<file path="config.mk">
export PLATFORM = sky130hd
export DESIGN_NAME = ex_div_unit
export DESIGN_NICKNAME = d
export VERILOG_FILES = /design/src/rtl/riscv_pkg.sv /design/src/rtl/fwd_operand_mux.sv /design/src/rtl/ex_div_unit.sv
export SDC_FILE = /design/constraint.sdc
export NUM_CORES = 1
export LEC_CHECK = 0
export BUFFER_PORTS_ARGS = -buffer_cell sky130_fd_sc_hd__buf_2
export CAP_MARGIN = 10
export CORE_MARGIN = 3
export CORE_UTILIZATION = 38
export DETAILED_ROUTE_END_ITERATION = 7
export GPL_TIMING_DRIVEN = 0
export HOLD_SLACK_MARGIN = 0.03
export PLACE_DENSITY = 0.55
export SETUP_SLACK_MARGIN = 0.4
export SLEW_MARGIN = 20
export SYNTH_ARGS = -nofsm -noshare
export SYNTH_HDL_FRONTEND = slang
export SYNTH_SLANG_ARGS = --single-unit
</file>
<file path="constraint.sdc">
create_clock -name clk -period 5.6 [get_ports clk]
set_input_delay 0.28 -clock clk [delete_from_list [all_inputs] [get_ports clk]]
set_output_delay 0.28 -clock clk [all_outputs]
set_load 0.005 [all_outputs]
</file>
<file path="src/rtl/riscv_pkg.sv">
// Shared RV32 EX-stage definitions: divide op codes, forwarding selects, divider state encoding.
package riscv_pkg;

  localparam logic [1:0] DIV_OP_DIV  = 2'b00;
  localparam logic [1:0] DIV_OP_DIVU = 2'b01;
  localparam logic [1:0] DIV_OP_REM  = 2'b10;
  localparam logic [1:0] DIV_OP_REMU = 2'b11;

  localparam logic [1:0] FWD_RF     = 2'b00;
  localparam logic [1:0] FWD_MEM_WB = 2'b01;
  localparam logic [1:0] FWD_EX_MEM = 2'b10;

  typedef logic [1:0] div_state_t;
  localparam div_state_t IDLE = 2'd0;
  localparam div_state_t CALC = 2'd1;
  localparam div_state_t DONE = 2'd2;

endpackage

</file>
<file path="src/rtl/fwd_operand_mux.sv">
// 3:1 operand select driven by a forwarding-unit code; unused code 11 falls back to the regfile.
module fwd_operand_mux
  import riscv_pkg::*;
#(
  parameter int unsigned XLEN = 32
) (
  input  logic [1:0]      sel,
  input  logic [XLEN-1:0] rf_data,
  input  logic [XLEN-1:0] ex_mem_data,
  input  logic [XLEN-1:0] mem_wb_data,
  output logic [XLEN-1:0] operand_c
);

  always_comb begin
    operand_c = rf_data;
    case (sel)
      FWD_EX_MEM: operand_c = ex_mem_data;
      FWD_MEM_WB: operand_c = mem_wb_data;
      default:    operand_c = rf_data;
    endcase
  end

endmodule

</file>
<file path="src/rtl/ex_div_unit.sv">
// RV32M multi-cycle radix-2 restoring divider (DIV/DIVU/REM/REMU) for the EX stage.
// Optional DIV_EARLY_OUT_EN: trivial operand pairs complete one cycle after start.
module ex_div_unit
  import riscv_pkg::*;
#(
  parameter int unsigned XLEN = 32
) (
  input  logic            clk,
  input  logic            rst,
  input  logic            start,
  input  logic            flush,
  input  logic [1:0]      div_op,
  input  logic [1:0]      forwardA,
  input  logic [1:0]      forwardB,
  input  logic [XLEN-1:0] rs1_data,
  input  logic [XLEN-1:0] rs2_data,
  input  logic [XLEN-1:0] ex_mem_data,
  input  logic [XLEN-1:0] mem_wb_data,
  output logic            ex_stall,
  output logic            done,
  output logic [XLEN-1:0] result
);

  localparam int unsigned CNT_W = $clog2(XLEN);

  div_state_t       state_q, state_n;
  logic [CNT_W-1:0] cnt_q, cnt_n;
  logic [XLEN-1:0]  quo_q, quo_n;
  logic [XLEN-1:0]  rem_q, rem_n;
  logic [XLEN-1:0]  divisor_q, divisor_n;
  logic             neg_quo_q, neg_quo_n;
  logic             neg_rem_q, neg_rem_n;
  logic             is_rem_q, is_rem_n;
  logic [XLEN-1:0]  result_q, result_n;
  logic             done_q, done_n;

  logic [XLEN-1:0]  op_a_c, op_b_c;

  fwd_operand_mux #(.XLEN(XLEN)) u_fwd_a (
    .sel         (forwardA),
    .rf_data     (rs1_data),
    .ex_mem_data (ex_mem_data),
    .mem_wb_data (mem_wb_data),
    .operand_c   (op_a_c)
  );

  fwd_operand_mux #(.XLEN(XLEN)) u_fwd_b (
    .sel         (forwardB),
    .rf_data     (rs2_data),
    .ex_mem_data (ex_mem_data),
    .mem_wb_data (mem_wb_data),
    .operand_c   (op_b_c)
  );

  // Operand magnitudes and sign handling, only meaningful in the start cycle
  logic            is_signed_c, sign_a_c, sign_b_c;
  logic [XLEN-1:0] abs_a_c, abs_b_c;

  assign is_signed_c = ~div_op[0];
  assign sign_a_c    = is_signed_c & op_a_c[XLEN-1];
  assign sign_b_c    = is_signed_c & op_b_c[XLEN-1];
  assign abs_a_c     = sign_a_c ? -op_a_c : op_a_c;
  assign abs_b_c     = sign_b_c ? -op_b_c : op_b_c;

  // One restoring step: shift next dividend bit in, subtract if it fits
  logic [XLEN:0]   rem_sh_c, diff_c;
  logic            q_bit_c;
  logic [XLEN-1:0] rem_step_c, quo_step_c, quo_fix_c, rem_fix_c, result_fin_c;

  assign rem_sh_c     = {rem_q, quo_q[XLEN-1]};
  assign diff_c       = rem_sh_c - {1'b0, divisor_q};
  assign q_bit_c      = ~diff_c[XLEN];
  assign rem_step_c   = q_bit_c ? diff_c[XLEN-1:0] : rem_sh_c[XLEN-1:0];
  assign quo_step_c   = {quo_q[XLEN-2:0], q_bit_c};
  assign quo_fix_c    = neg_quo_q ? -quo_step_c : quo_step_c;
  assign rem_fix_c    = neg_rem_q ? -rem_step_c : rem_step_c;
  assign result_fin_c = is_rem_q ? rem_fix_c : quo_fix_c;

`ifdef DIV_EARLY_OUT_EN
  localparam logic [XLEN-1:0] INT_MIN = {1'b1, {(XLEN-1){1'b0}}};

  logic            b_zero_c, ovf_c, early_c;
  logic [XLEN-1:0] early_quo_c, early_rem_c, early_result_c;

  assign b_zero_c       = (op_b_c == '0);
  assign ovf_c          = is_signed_c & (op_a_c == INT_MIN) & (op_b_c == '1);
  assign early_c        = b_zero_c | ovf_c | (abs_a_c < abs_b_c);
  assign early_quo_c    = b_zero_c ? '1 : (ovf_c ? INT_MIN : '0);
  assign early_rem_c    = ovf_c ? '0 : op_a_c;
  assign early_result_c = div_op[1] ? early_rem_c : early_quo_c;
`endif

  always_ff @(posedge clk) begin
    if (rst) begin
      state_q   <= IDLE;
      cnt_q     <= '0;
      quo_q     <= '0;
      rem_q     <= '0;
      divisor_q <= '0;
      neg_quo_q <= 1'b0;
      neg_rem_q <= 1'b0;
      is_rem_q  <= 1'b0;
      result_q  <= '0;
      done_q    <= 1'b0;
    end else begin
      state_q   <= state_n;
      cnt_q     <= cnt_n;
      quo_q     <= quo_n;
      rem_q     <= rem_n;
      divisor_q <= divisor_n;
      neg_quo_q <= neg_quo_n;
      neg_rem_q <= neg_rem_n;
      is_rem_q  <= is_rem_n;
      result_q  <= result_n;
      done_q    <= done_n;
    end
  end

  always_comb begin
    state_n   = state_q;
    cnt_n     = cnt_q;
    quo_n     = quo_q;
    rem_n     = rem_q;
    divisor_n = divisor_q;
    neg_quo_n = neg_quo_q;
    neg_rem_n = neg_rem_q;
    is_rem_n  = is_rem_q;
    result_n  = result_q;
    done_n    = 1'b0;

    case (state_q)
      IDLE: begin
        if (start && !flush) begin
          quo_n     = abs_a_c;
          rem_n     = '0;
          divisor_n = abs_b_c;
          // Divide by zero keeps the all-ones quotient unnegated
          neg_quo_n = (sign_a_c ^ sign_b_c) & (|op_b_c);
          neg_rem_n = sign_a_c;
          is_rem_n  = div_op[1];
          cnt_n     = CNT_W'(XLEN - 1);
          state_n   = CALC;
`ifdef DIV_EARLY_OUT_EN
          if (early_c) begin
            state_n  = DONE;
            done_n   = 1'b1;
            result_n = early_result_c;
          end
`endif
        end
      end
      CALC: begin
        quo_n = quo_step_c;
        rem_n = rem_step_c;
        if (cnt_q == '0) begin
          state_n  = DONE;
          done_n   = 1'b1;
          result_n = result_fin_c;
        end else begin
          cnt_n = cnt_q - CNT_W'(1);
        end
      end
      DONE:    state_n = IDLE;
      default: state_n = IDLE;
    endcase

    if (flush) begin
      state_n  = IDLE;
      done_n   = 1'b0;
      result_n = result_q;
    end
  end

  assign ex_stall = ((state_q == IDLE) & start & ~flush) | (state_q == CALC);
  assign done     = done_q;
  assign result   = result_q;

endmodule

</file>
# Word-level counts from Yosys, hierarchy flattened
# Cells that the tools add are included.
# word_totals
ff_bits	139
inputBits	138
output_inout_bits	34
wordCells	67
# classes
bitwise_logic	11
n_reduce_logical	13
eq_ne	8
muxes	19
addsub	6
# op_table
op	count
$mux W32	8
$pmux W32 S2	4
$neg A32 Y32	4
$sub A33 B32 Y33	1
$reduce_or A32 Y1	1
$mux W5	2
$pmux W5 S2	1
$eq A2 B1 Y1 const B	3
$ne A2 B2 Y1 const B	3
$reduce_and A2 Y1	3
$reduce_and A3 Y1	2
$and A1 B1 Y1	5
$logic_not A5 Y1	1
$sub A5 B1 Y5 const B	1
$eq A2 B2 Y1 const B	2
$mux W2	2
$not A1 Y1	4
$pmux W2 S2	1
$reduce_or A3 Y1	1
$logic_not A2 Y1	1
$reduce_bool A2 Y1	1
$reduce_or A2 Y1	1
$logic_and A1 B1 Y1	1
$logic_not A1 Y1	1
other kinds (3)	3

# Depth between registers and ports, before layout
# Gate-level depths: netlist of the first run.
# depth
word_depth	6
ltp_mapped	26
depth_no_buf	24

# Cells and area by module
# A second synthesis of the first run with hierarchy kept.
# hier_totals
cells_unflattened	1636
area_unflattened_um2	11816.3
# by_module_without_submodules
mod	area_each_um2	seq_area_each_um2	cells_per_inst	instances
ex_div_unit	10542.6	2782.7	1410	1
fwd_operand_mux	636.9	0.0	113	2

# Worst setup path before layout of the first run
# No wires, ideal clock.
# synth_path
kind	reg2reg
startpoint	register quo_q[31]
endpoint	register result_q[30] (netlist: result[30])
t_required_ns	5.505
n_path_buf	2
synth_period_minus_slack_ns	4.996
arrival_time_ns	4.901
path_stages_with_launch	26
setup_time_ns	0.095
path_slack_ns	0.604
path_cell_list	dfxtp_1 inv_1 ha_1 fa_1 nand2b_1 a21oi_2 o211ai_2 a31oi_4 o21a_4 nor2_4 inv_1 buf_2 buf_1 o21ai_0 inv_1 ha_1 nand2_1 inv_1 o2111ai_1 or4_1 nor4b_2 o22ai_2 nor2_1 a41oi_1 xnor2_1 a221oi_1
# synth_between
elab_chain_cells	5
word_cells_on_any_way	8
cone_classes	3 x add/sub; 4 x mux; 1 x bitwise
# synth_rtl
element	line	text
from (decl)	ex_div_unit.sv:28	logic [XLEN-1:0] quo_q, quo_n;
from (signal assigned)	ex_div_unit.sv:108	quo_q <= quo_n;
$sub A33 B32 Y33	ex_div_unit.sv:71	assign diff_c = rem_sh_c - {1'b0, divisor_q};
$mux W32 or $not A1 Y1 (tied branches)	ex_div_unit.sv:73, ex_div_unit.sv:72	
$neg A32 Y32 (on tied branches)	ex_div_unit.sv:76, ex_div_unit.sv:75	
$mux W32 (on tied branches)	ex_div_unit.sv:76, ex_div_unit.sv:75	
$mux W32 *	ex_div_unit.sv:77	assign result_fin_c = is_rem_q ? rem_fix_c : quo_fix_c;
to (signal assigned)	ex_div_unit.sv:114	result_q <= result_n;
to (decl)	ex_div_unit.sv:34	logic [XLEN-1:0] result_q, result_n;
# Every way passes the cells marked *; elsewhere a longest branch is shown, timed or not.
# A chain may end at the register's enable or synchronous reset.

# Final worst setup path of the first run
# layout_path
startpoint	register rem_q[16]
endpoint	register result_q[26] (netlist: result[26])
# layout_between
elab_chain_cells	5
word_cells_on_any_way	8
cone_classes	3 x add/sub; 4 x mux; 1 x bitwise
# layout_rtl
element	line	text
from (decl)	ex_div_unit.sv:29	logic [XLEN-1:0] rem_q, rem_n;
from (signal assigned)	ex_div_unit.sv:109	rem_q <= rem_n;
$sub A33 B32 Y33	ex_div_unit.sv:71	
$mux W32 or $not A1 Y1 (tied branches)	ex_div_unit.sv:73, ex_div_unit.sv:72	
$neg A32 Y32 (on tied branches)	ex_div_unit.sv:76, ex_div_unit.sv:75	
$mux W32 (on tied branches)	ex_div_unit.sv:76, ex_div_unit.sv:75	
$mux W32 *	ex_div_unit.sv:77	
# Marks and branches as above.

==> results.txt, run 1 <==
----------------------------------------------------
[Detailed routing]
  Total via count in the routed design ... 13700
  Total Wirelength ... 52900 µm
  Number of design rule violations left after detail routing ... 0
  Average detailed-routed wire length per instance ... 23.2 µm
  Routed vias/inst ... 6.03
  Remaining antenna violation count after routing ... 0
  Number of DRC markers in iteration 0 ... 1099
  Pre-Repair DR Iteration Count ... 8

[Worst setup path]
  Crit path DAT ... 5310 ps
  Slowest library cell on the worst path ... sky130_fd_sc_hd__or4_4
  Crit path cell chain ... ha_2 > a21oi_2 > o21ai_4 > a211oi_2 > o21ai_4 > o21a_4 > nor2_4 > inv_4 > buf_8 > buf_8 > nand2_2 > o21ai_4 > inv_1 > ha_2 > nand2_1 > inv_1 > o2111ai_1 > or4_4 > nor4b_4 > o22ai_4 > nor3_2 > a21boi_2 > nor2_1 > o41ai_2
  Nature of the critical path endpoint ... register
  CP Data Required Time ... 5930 ps
  Max incr delay on CP ... 530 ps
  Cell repeated most along the worst path ... sky130_fd_sc_hd__o21ai_4
  Critical setup path kind ... reg2reg
  Nature of the critical path startpoint ... register
  Largest driver fanout on the critical path ... 10

[STA]
  Setup repair after global routing missed its margin ... false
  Highest clock rate ... 0.201 GHz
  Least-Margin Pin Slew ... 950 ps
  Final critical-path share of the clock period ... 89.0%
  Final setup skew ... 10.8 ps
  Number of endpoints with negative hold slack in the final report ... 0
  Final period demand of the worst path ... 4980 ps
  Tightest slew margin relative to the limit ... 36.7%
  Fin Hold WS ... 65.0 ps
  Final-report setup violation count ... 0
  Number of pins with negative max-slew slack in the final report ... 0

[GRT]
  Total global routing overflow ... 0
  Busiest grt layer ... met2
  Overall global routing resource usage ... 29.9%
  Initial antenna violation count ... 0
  Via count of the first global-routing pass ... 13100
  Met3 global-route usage ... 3.75%
  Global-route wire length before repair ... 78300 µm
  Met1 global-route usage ... 39.2%
  Met2 track utilization from global routing ... 49.8%
  Maximum number of pins on one net before global-route repair ... 17

[Clocking]
  TritonCTS clock tree ... done
  CTS clk-pin slew, worst paths ... 60 ps
  Cts bufs inserted ... 17
  H-Tree Level Count ... 4
  Clock latency on the worst-skew pair ... 430 ps
  Cell chosen for the clock root ... sky130_fd_sc_hd__clkbuf_16
  Clock buffer depth ... 2
  Clock sinks ... 139

[Worst hold path]
  Worst hold-check path type ... in2reg

[Synthesis]
  Dominant register cell in the synthesized netlist ... sky130_fd_sc_hd__dfxtp_1
  Ranking of synthesized cells by instance count ... 178 x sky130_fd_sc_hd__nor2_1, 158 x sky130_fd_sc_hd__nand2_1, 139 x sky130_fd_sc_hd__dfxtp_1
  Net count after synthesis ... 1845
  Post-Syn Instances ... 1664
  FFs w/ async S/R, synth ... 0%
  Synth unique cells ... 89
  Sequential fraction of the synthesis area ... 22.7%
  Mean instance size in the synthesized netlist ... 7.37 µm²
  Post-synthesis instance area ... 12300 µm²
  Dominant cell by count in the synthesized netlist ... sky130_fd_sc_hd__nor2_1
  Area share of the largest cell type after synthesis ... 22.7%
  Total number of yosys warnings ... 0
  Flip-flop and latch count after synthesis ... 139
  Number of flops mapped to enable cells by yosys ... 0
  Synth area leaders ... sky130_fd_sc_hd__dfxtp_1 23%, sky130_fd_sc_hd__xnor2_1 5.5%, sky130_fd_sc_hd__nor2_1 5.4%
  Library cell with the largest summed area after synthesis ... sky130_fd_sc_hd__dfxtp_1

[Power and ir drop]
  Pleak ... 5.69 nW
  PwrDens ... 234 nW/µm²
  Worst vdd ir ... 0.213 mV

[Layout]
  Diode insertion count for antenna repair ... 0
  Layout cells sized above 1 ... 17.8%
  Area added between synthesis and finish ... 18.5%
  Total Nets Final ... 2046
  Final Instance Count excl. Fillers ... 2279
  Number of filler instances in the final layout ... 3310

[Floorplan]
  Floorplan core area ... 31700 µm²
  Core Rows ... 65
  Area enclosed by the die boundary ... 34500 µm²
  Top-Level Pins ... 172
  Initial Util ... 38.7%
  Die outline width ... 186 µm
  Die boundary height ... 186 µm

[Status]
  Outcome ... complete, no violations

[Place]
  Number of placed instances, taps included ... 2236
  Port bufs ... 170
  Estimated wirelength of the detail-placed design ... 43200 µm
  Final weighted congestion in routability-driven placement ... 0.984

[Job]
  Total of max-cap violations ... 0

----------------------------------------------------
## kinds of logic (layout without fill, tap and decap cells)
group / Yosys count / in the layout / share of synthesized area, %
buf+inv: 192 / 405 / 6.23
fa+ha+maj: 43 / 43 / 4.45
simple gates: 544 / 544 / 21.2
compound gates: 595 / 595 / 34.2
xor+xnor: 124 / 124 / 8.85
mux: 27 / 27 / 2.43
flops: 139 / 139 / 22.7
## metrics by stage
step	setup TNS (ps)	area (µm²)	power (mW)	setup WS (ps)	util, %
final	0	14500	3.40	619	45.8
after global routing	0	14500	3.56	357	45.8
after CTS	0	14300	3.37	418	45.1
after detailed placement	-8120	13600	2.20	-933	43.0
after global placement	-8070	13600	2.19	-918	43.0
after floorplan	0	12300	1.82	604	-
## path summary, 6_finish.rpt
| check | startpoint | endpoint | cells past startpoint | slack [ps] |
|---|---|---|---|---|
| hold / removal | flush | state_q[0] | 2 | 70 |
| hold reg to reg | result[1] | result[1] | 2 | 450 |
| setup / recovery | rem_q[16] | result[26] | 24 | 620 |
| setup reg to reg | rem_q[16] | result[26] | 24 | 620 |
## layout make-up
class / count / area [µm²] / share of cell area, %
buffer: 118 / 514 / 3.54
clock buffer: 21 / 450 / 3.10
clock inverter: 10 / 141 / 0.972
inverter: 74 / 280 / 1.93
multi-input combinational: 1333 / 8920 / 61.3
sequential: 139 / 2790 / 19.2
tap: 402 / 503 / 3.46
timing repair buffer: 182 / 941 / 6.47
## state kept, by name (all words and copies together), names as in the netlist
signal / count
rem_q: 32
neg_rem_q: 1
cnt_q: 5
divisor_q: 32
state_q: 2
result: 32
done: 1
is_rem_q: 1
neg_quo_q: 1
quo_q: 32
## worst max-delay path, delay by kind of cell (launching register included)
family          cells  cell delay (ps)
buf+inv             5              510
fa+ha+maj           2              540
flops               1              420
simple gates        7             1450
compound gates     10             1930
## placed cells by master, fill, tap and decap left out, types with 47 or more instances in the layout
cell type and n:
sky130_fd_sc_hd__buf_2 191, sky130_fd_sc_hd__nor2_1 176, sky130_fd_sc_hd__nand2_1 154, sky130_fd_sc_hd__dfxtp_1 134, sky130_fd_sc_hd__o21ai_0 116, sky130_fd_sc_hd__a21oi_1 104, sky130_fd_sc_hd__clkbuf_1 88, sky130_fd_sc_hd__xnor2_1 77
sky130_fd_sc_hd__inv_1 73, sky130_fd_sc_hd__a22oi_1 68, sky130_fd_sc_hd__a211oi_1 56, sky130_fd_sc_hd__a221o_1 51, sky130_fd_sc_hd__xor2_1 47
## where the power goes
| part | internal [mW] | leakage (nW) | switching, mW |
|---|---|---|---|
| sequential | 1.03 | 1.13 | 0.0460 |
| clock | 0.711 | 0.284 | 0.454 |
| combinational | 0.415 | 4.28 | 0.744 |
## repair_timing
item / CTS / global route
buffers inserted: 6 / 6
setup endpoints to repair: 15 / 11
resized for setup: 15 / 46
pin swaps: 7 / 18
hold buffers: 0 / 0
## layer usage
layer	part of all wire [%]	routed length, µm
met1	44	23200
met2	46	24500
met3	5.5	2890
met4	4.5	2390
met5	0	0
No activity file was read; power rests on OpenSTA's default activity.
==> run 2, diff against run 1 <==
- BUFFER_PORTS_ARGS: -buffer_cell sky130_fd_sc_hd__buf_2 -> -buffer_cell sky130_fd_sc_hd__buf_4
==> run 2 against run 1 <==
  * Combinational power barely moved
  * Final cell count down 0.13%
  * Total power grew 2.0%
  * Maximum frequency grew 0.67%
  * Sequential share of layout area is 0.57 points lower
  * Die area stayed put
==> results.txt, run 2 (synthesized netlist as in run 1, its figures left out) <==
----------------------------------------------------
[Clocking]
  Clock sinks ... 139
  TritonCTS clock tree ... done
  H-Tree Level Count ... 4
  Clock latency on the worst-skew pair ... 430 ps
  Cts bufs inserted ... 17
  CTS clk-pin slew, worst paths ... 60 ps
  Number of hold-repair buffers added at the cts stage ... 0
  Clock buffer depth ... 2
  Cell chosen for the clock root ... sky130_fd_sc_hd__clkbuf_16

[Power and ir drop]
  Share of total power in combinational logic ... 34.3%
  Switching portion of total power ... 35.7%
  Sequential Power Share ... 31.0%
  Sw power ... 1.24 mW
  Clock share of power ... 34.7%
  Worst vdd ir ... 0.230 mV
  Tot Pwr ... 3.47 mW
  PwrDens ... 231 nW/µm²
  Pleak ... 5.82 nW
  Internal power contribution ... 2.23 mW

[Place]
  Estimated wirelength of the detail-placed design ... 43300 µm
  Port bufs ... 170
  Final weighted congestion in routability-driven placement ... 1.04
  Worst setup timing slack at the placement stage ... -965 ps
  Number of placed instances, taps included ... 2236

[GRT]
  Met3 global-route usage ... 3.50%
  Busiest grt layer ... met2
  Met1 global-route usage ... 39.8%
  Via count of the first global-routing pass ... 13200
  Initial antenna violation count ... 0
  Met2 track utilization from global routing ... 50.2%
  Overall global routing resource usage ... 30.1%
  Maximum number of pins on one net before global-route repair ... 17
  Global-route wire length before repair ... 79200 µm
  Total global routing overflow ... 0

[STA]
  Setup repair after global routing missed its margin ... false
  Highest clock rate ... 0.202 GHz
  Number of pins with negative max-slew slack in the final report ... 0
  Fin Hold WS ... 45.5 ps
  Least-Margin Pin Slew ... 901 ps
  Final period demand of the worst path ... 4950 ps
  Final setup skew ... 10.0 ps
  Post-route setup slack ... 652 ps
  Final critical-path share of the clock period ... 88.4%
  Fin Setup TNS ... 0 ps
  Tightest slew margin relative to the limit ... 39.9%
  Final-report setup violation count ... 0
  Number of endpoints with negative hold slack in the final report ... 0

[Layout]
  Diode insertion count for antenna repair ... 0
  Highest-count cells in the layout ignoring fill and taps ... 184 x sky130_fd_sc_hd__buf_4, 176 x sky130_fd_sc_hd__nor2_1, 154 x sky130_fd_sc_hd__nand2_1
  Final Instance Count excl. Fillers ... 2276
  Number of filler instances in the final layout ... 3266
  Area added between synthesis and finish ... 22.2%
  Total Nets Final ... 2044
  Layout cells sized above 1 ... 17.8%
  Commonest non-fill, non-tap cell in the layout ... sky130_fd_sc_hd__buf_4

[Floorplan]
  Die boundary height ... 186 µm
  Floorplan core area ... 31700 µm²
  Die outline width ... 186 µm
  Top-Level Pins ... 172
  Core Rows ... 65
  Area enclosed by the die boundary ... 34500 µm²
  Initial Util ... 38.7%

[Worst setup path]
  CP Data Required Time ... 5900 ps
  Worst setup slack for register-to-register paths ... 650 ps
  Critical setup path kind ... reg2reg
  Nature of the critical path startpoint ... register
  Nature of the critical path endpoint ... register
  Crit path DAT ... 5250 ps
  Largest driver fanout on the critical path ... 10

[Detailed routing]
  Routed vias/inst ... 5.93
  Number of DRC markers in iteration 0 ... 1124
  Total via count in the routed design ... 13500
  Average detailed-routed wire length per instance ... 23.2 µm
  Number of design rule violations left after detail routing ... 0
  Pre-Repair DR Iteration Count ... 7
  Remaining antenna violation count after routing ... 0
  Total Wirelength ... 52800 µm

[Job]
  Total of max-cap violations ... 0

[Status]
  Outcome ... complete, no violations

[Worst hold path]
  Worst hold-check path type ... in2reg

----------------------------------------------------
==> run 2: final cells by class <==
| cell class | instances | area, µm² | area share, % |
|---|---|---|---|
| Sequential cell | 139 | 2790 | 18.6 |
| Timing Repair Buffer | 180 | 1350 | 9.01 |
| Tap cell | 402 | 503 | 3.35 |
| Inverter | 74 | 280 | 1.87 |
| Buffer | 118 | 512 | 3.41 |
| Clock buffer | 20 | 447 | 2.98 |
| Clock inverter | 10 | 165 | 1.10 |
| Multi-Input combinational cell | 1333 | 8940 | 59.6 |
==> run 2: critical path, stage by stage (launching register included) <==
cell and delay (ps):
sky130_fd_sc_hd__dfxtp_1 440, sky130_fd_sc_hd__ha_2 380, sky130_fd_sc_hd__a21oi_4 230, sky130_fd_sc_hd__o21ai_4 110
sky130_fd_sc_hd__a211oi_2 320, sky130_fd_sc_hd__o21ai_4 120, sky130_fd_sc_hd__o21a_4 230, sky130_fd_sc_hd__nor2_4 140
sky130_fd_sc_hd__inv_4 70, sky130_fd_sc_hd__buf_6 150, sky130_fd_sc_hd__buf_6 160, sky130_fd_sc_hd__nand2_2 90
sky130_fd_sc_hd__o21ai_4 90, sky130_fd_sc_hd__inv_1 60, sky130_fd_sc_hd__ha_1 170, sky130_fd_sc_hd__nand2_1 80
sky130_fd_sc_hd__inv_1 60, sky130_fd_sc_hd__o2111ai_1 90, sky130_fd_sc_hd__or4_4 530, sky130_fd_sc_hd__nor4b_4 310
sky130_fd_sc_hd__o22ai_4 200, sky130_fd_sc_hd__buf_4 180, sky130_fd_sc_hd__nand2_1 70, sky130_fd_sc_hd__xnor2_1 70
sky130_fd_sc_hd__a211oi_1 360, sky130_fd_sc_hd__nor3_1 70
==> run 2: through the flow <==
stage               util [%]  instance area, µm²
floorplan                  -               12300
global placement        44.3               14000
detailed placement      44.3               14000
CTS                     46.5               14700
global route            47.3               15000
finish                  47.3               15000
==> run 2: worst paths after layout <==
check | start | end | depth (start not counted)
setup / recovery | rem_q[16] | result[14] | 25
setup reg to reg | rem_q[16] | result[14] | 25
hold reg to reg | divisor_q[31] | divisor_q[31] | 2
hold / removal | flush | state_q[0] | 2
==> run 2: power groups by stage <==
stage,registers [mW],logic [mW],clock network [mW]
floorplan,1.08,0.741,0
global placement,1.10,1.12,0
detailed placement,1.10,1.13,0
CTS,1.08,1.14,1.22
global route,1.08,1.29,1.26
finish,1.08,1.19,1.20
==> run 2: layer usage <==
metal	routed length, µm	part of all wire (%)
met1	23200	44
met2	24700	47
met3	2750	5.2
met4	2150	4.1
met5	0	0
==> run 2: repair_timing <==
item / in CTS / in global routing
gates resized for setup: 17 / 51
pin swaps: 7 / 21
setup buffers: 4 / 6
gates cloned: 0 / 0
setup endpoints to repair: 15 / 9
==> run 3, diff against run 2 <==
- CORE_UTILIZATION: 38 -> 40
- PLACE_DENSITY: 0.55 -> 0.57
==> run 3 against run 2 <==
  * Critical path depth up 1
  * Largest power group is now combinational cells
  * Die area is 4.8% lower
  * Clock skew is 4.3 ps higher
  * Clock power is 6% lower
  * Hold slack better by 130 ps
  * Sequential share of layout area grew 0.20 points
  * First-iteration DRC count up 4.3%
  * Final cell count fell by 0.53%
  * Total power decreased by 3.2%
  * Clock-buffer cell count shrank 1
  * Register-to-register slack got worse by 60 ps
  * Combinational power about the same
==> results.txt, run 3 (synthesized netlist as in run 1, its figures left out) <==
----------------------------------------------------
[Layout]
  Final Cell Area ... 14800 µm²
  Commonest non-fill, non-tap cell in the layout ... sky130_fd_sc_hd__buf_4
  Highest-count cells in the layout ignoring fill and taps ... 178 x sky130_fd_sc_hd__buf_4, 176 x sky130_fd_sc_hd__nor2_1, 158 x sky130_fd_sc_hd__nand2_1
  Diode insertion count for antenna repair ... 0
  Final core utilization ... 49.4%
  Total Nets Final ... 2042
  Layout cells sized above 1 ... 17.0%
  Number of filler instances in the final layout ... 3060
  Area added between synthesis and finish ... 20.6%

[Worst setup path]
  Crit path DAT ... 5340 ps
  Critical setup path kind ... reg2reg
  Nature of the critical path endpoint ... register
  Slowest library cell on the worst path ... sky130_fd_sc_hd__or4_4
  CP Data Required Time ... 5930 ps
  Cell repeated most along the worst path ... sky130_fd_sc_hd__inv_1
  Largest driver fanout on the critical path ... 10
  Max incr delay on CP ... 470 ps
  Critical path's top delay family ... simple AND/OR/NAND/NOR gates
  Nature of the critical path startpoint ... register
  Count of buffering cells on the critical path with inverters included ... 6

[STA]
  Fin Hold WS ... 178 ps
  Tightest slew margin relative to the limit ... 34.0%
  Number of endpoints with negative hold slack in the final report ... 0
  Final setup skew ... 14.3 ps
  Final-report setup violation count ... 0
  Post-route setup slack ... 588 ps
  Least-Margin Pin Slew ... 979 ps
  Fin Setup TNS ... 0 ps
  Setup repair after global routing missed its margin ... true
  Number of pins with negative max-slew slack in the final report ... 0
  Final critical-path share of the clock period ... 89.5%
  Highest clock rate ... 0.200 GHz
  Final period demand of the worst path ... 5010 ps

[Job]
  Total of max-cap violations ... 0

[Place]
  Worst setup timing slack at the placement stage ... -1060 ps
  Final weighted congestion in routability-driven placement ... 0.945
  Estimated wirelength of the detail-placed design ... 41900 µm
  Post-DP Area ... 14000 µm²
  Port bufs ... 170

[Power and ir drop]
  Worst vdd ir ... 0.190 mV
  PwrDens ... 227 nW/µm²
  Pleak ... 5.77 nW

[Floorplan]
  Floorplan core area ... 30000 µm²
  Core Rows ... 63
  Area enclosed by the die boundary ... 32800 µm²
  Initial Util ... 41.0%
  Top-Level Pins ... 172
  Die outline width ... 181 µm
  Die boundary height ... 181 µm

[Clocking]
  H-Tree Level Count ... 4
  Clock buffer depth ... 2
  Clock latency on the worst-skew pair ... 430 ps
  Cell chosen for the clock root ... sky130_fd_sc_hd__clkbuf_16
  Cts bufs inserted ... 17
  CTS clk-pin slew, worst paths ... 60 ps
  Clock sinks ... 139
  TritonCTS clock tree ... done

[GRT]
  Initial antenna violation count ... 0
  Maximum number of pins on one net before global-route repair ... 17
  Via count of the first global-routing pass ... 13300
  Overall global routing resource usage ... 29.9%
  Global-route wire length before repair ... 77000 µm
  Total global routing overflow ... 0

[Status]
  Outcome ... complete, no violations

[Detailed routing]
  Routed vias/inst ... 6.02
  Pre-Repair DR Iteration Count ... 5
  Remaining antenna violation count after routing ... 0
  Total via count in the routed design ... 13600
  Number of DRC markers in iteration 0 ... 1172
  Number of design rule violations left after detail routing ... 0
  Average detailed-routed wire length per instance ... 22.6 µm
  Total Wirelength ... 51200 µm

[Worst hold path]
  Worst hold-check path type ... in2reg

----------------------------------------------------
[run 3: changes by cell type in the layout (fill, tap and decap cells not counted), sizes merged]
cell | before | now
buf | 213 | 210
bufinv | 4 | 2
clkbuf | 105 | 104
clkinv | 4 | 6
clkinvlp | 0 | 2
dlygate4sd3 | 0 | 1
inv | 76 | 77
[run 3: power breakdown]
part	internal (mW)	total [mW]	switching [mW]
clock network	0.659	1.13	0.466
logic	0.435	1.16	0.725
registers	1.03	1.08	0.0438
[run 3: final timing paths]
| path | startpoint | endpoint | slack (ps) | cells after the start |
|---|---|---|---|---|
| max reg2reg | quo_q[31] | result[30] | 590 | 26 |
| min | div_op[1] | is_rem_q | 180 | 3 |
| min reg2reg | divisor_q[31] | divisor_q[31] | 460 | 2 |
| max | quo_q[31] | result[30] | 590 | 26 |
[run 3: worst min-delay path, stage by stage]
cell	delay, ps
sky130_fd_sc_hd__buf_4	110
sky130_fd_sc_hd__nand2_1	90
sky130_fd_sc_hd__a21oi_1	70
[run 3: final cells by class]
cell class              instances  area [µm²]  share of cell area (%)
multi-input cells            1333        8820                    59.6
plain buffers                 118         508                    3.43
flip-flops and latches        139        2790                    18.8
inverters                      74         280                    1.89
well taps                     390         488                    3.30
clock inverters                13         143                   0.964
repair buffers                178        1340                    9.04
clock buffers                  19         433                    2.92
[run 3: stage by stage]
| stage | power (mW) | std cells |
|---|---|---|
| 2_1_floorplan | 1.82 | 1664 |
| 3_3_place_gp | 2.21 | 2224 |
| 3_5_place_dp | 2.21 | 2224 |
| 4_1_cts | 3.35 | 2263 |
| 5_1_grt | 3.52 | 2264 |
| 6_report | 3.36 | 2264 |
[run 3: what timing repair did]
action / in CTS / in global routing
cloned: 0 / 0
endpoints found under the hold margin: 1 / 0
buffers inserted: 6 / 1
pin swaps: 8 / 9
gates resized for setup: 18 / 19
hold buffers: 1 / 0
endpoints found under the setup margin: 15 / 10
[run 3: metal layers]
metal,global-route usage [%],routed length [µm],vias to the layer above,share of wire (%)
li1,-,-,6555,-
met1,39.1,22600,6374,44
met2,49.3,23400,595,46
met3,4.01,3000,103,5.9
met4,13.5,2270,0,4.4
met5,0,0,-,0
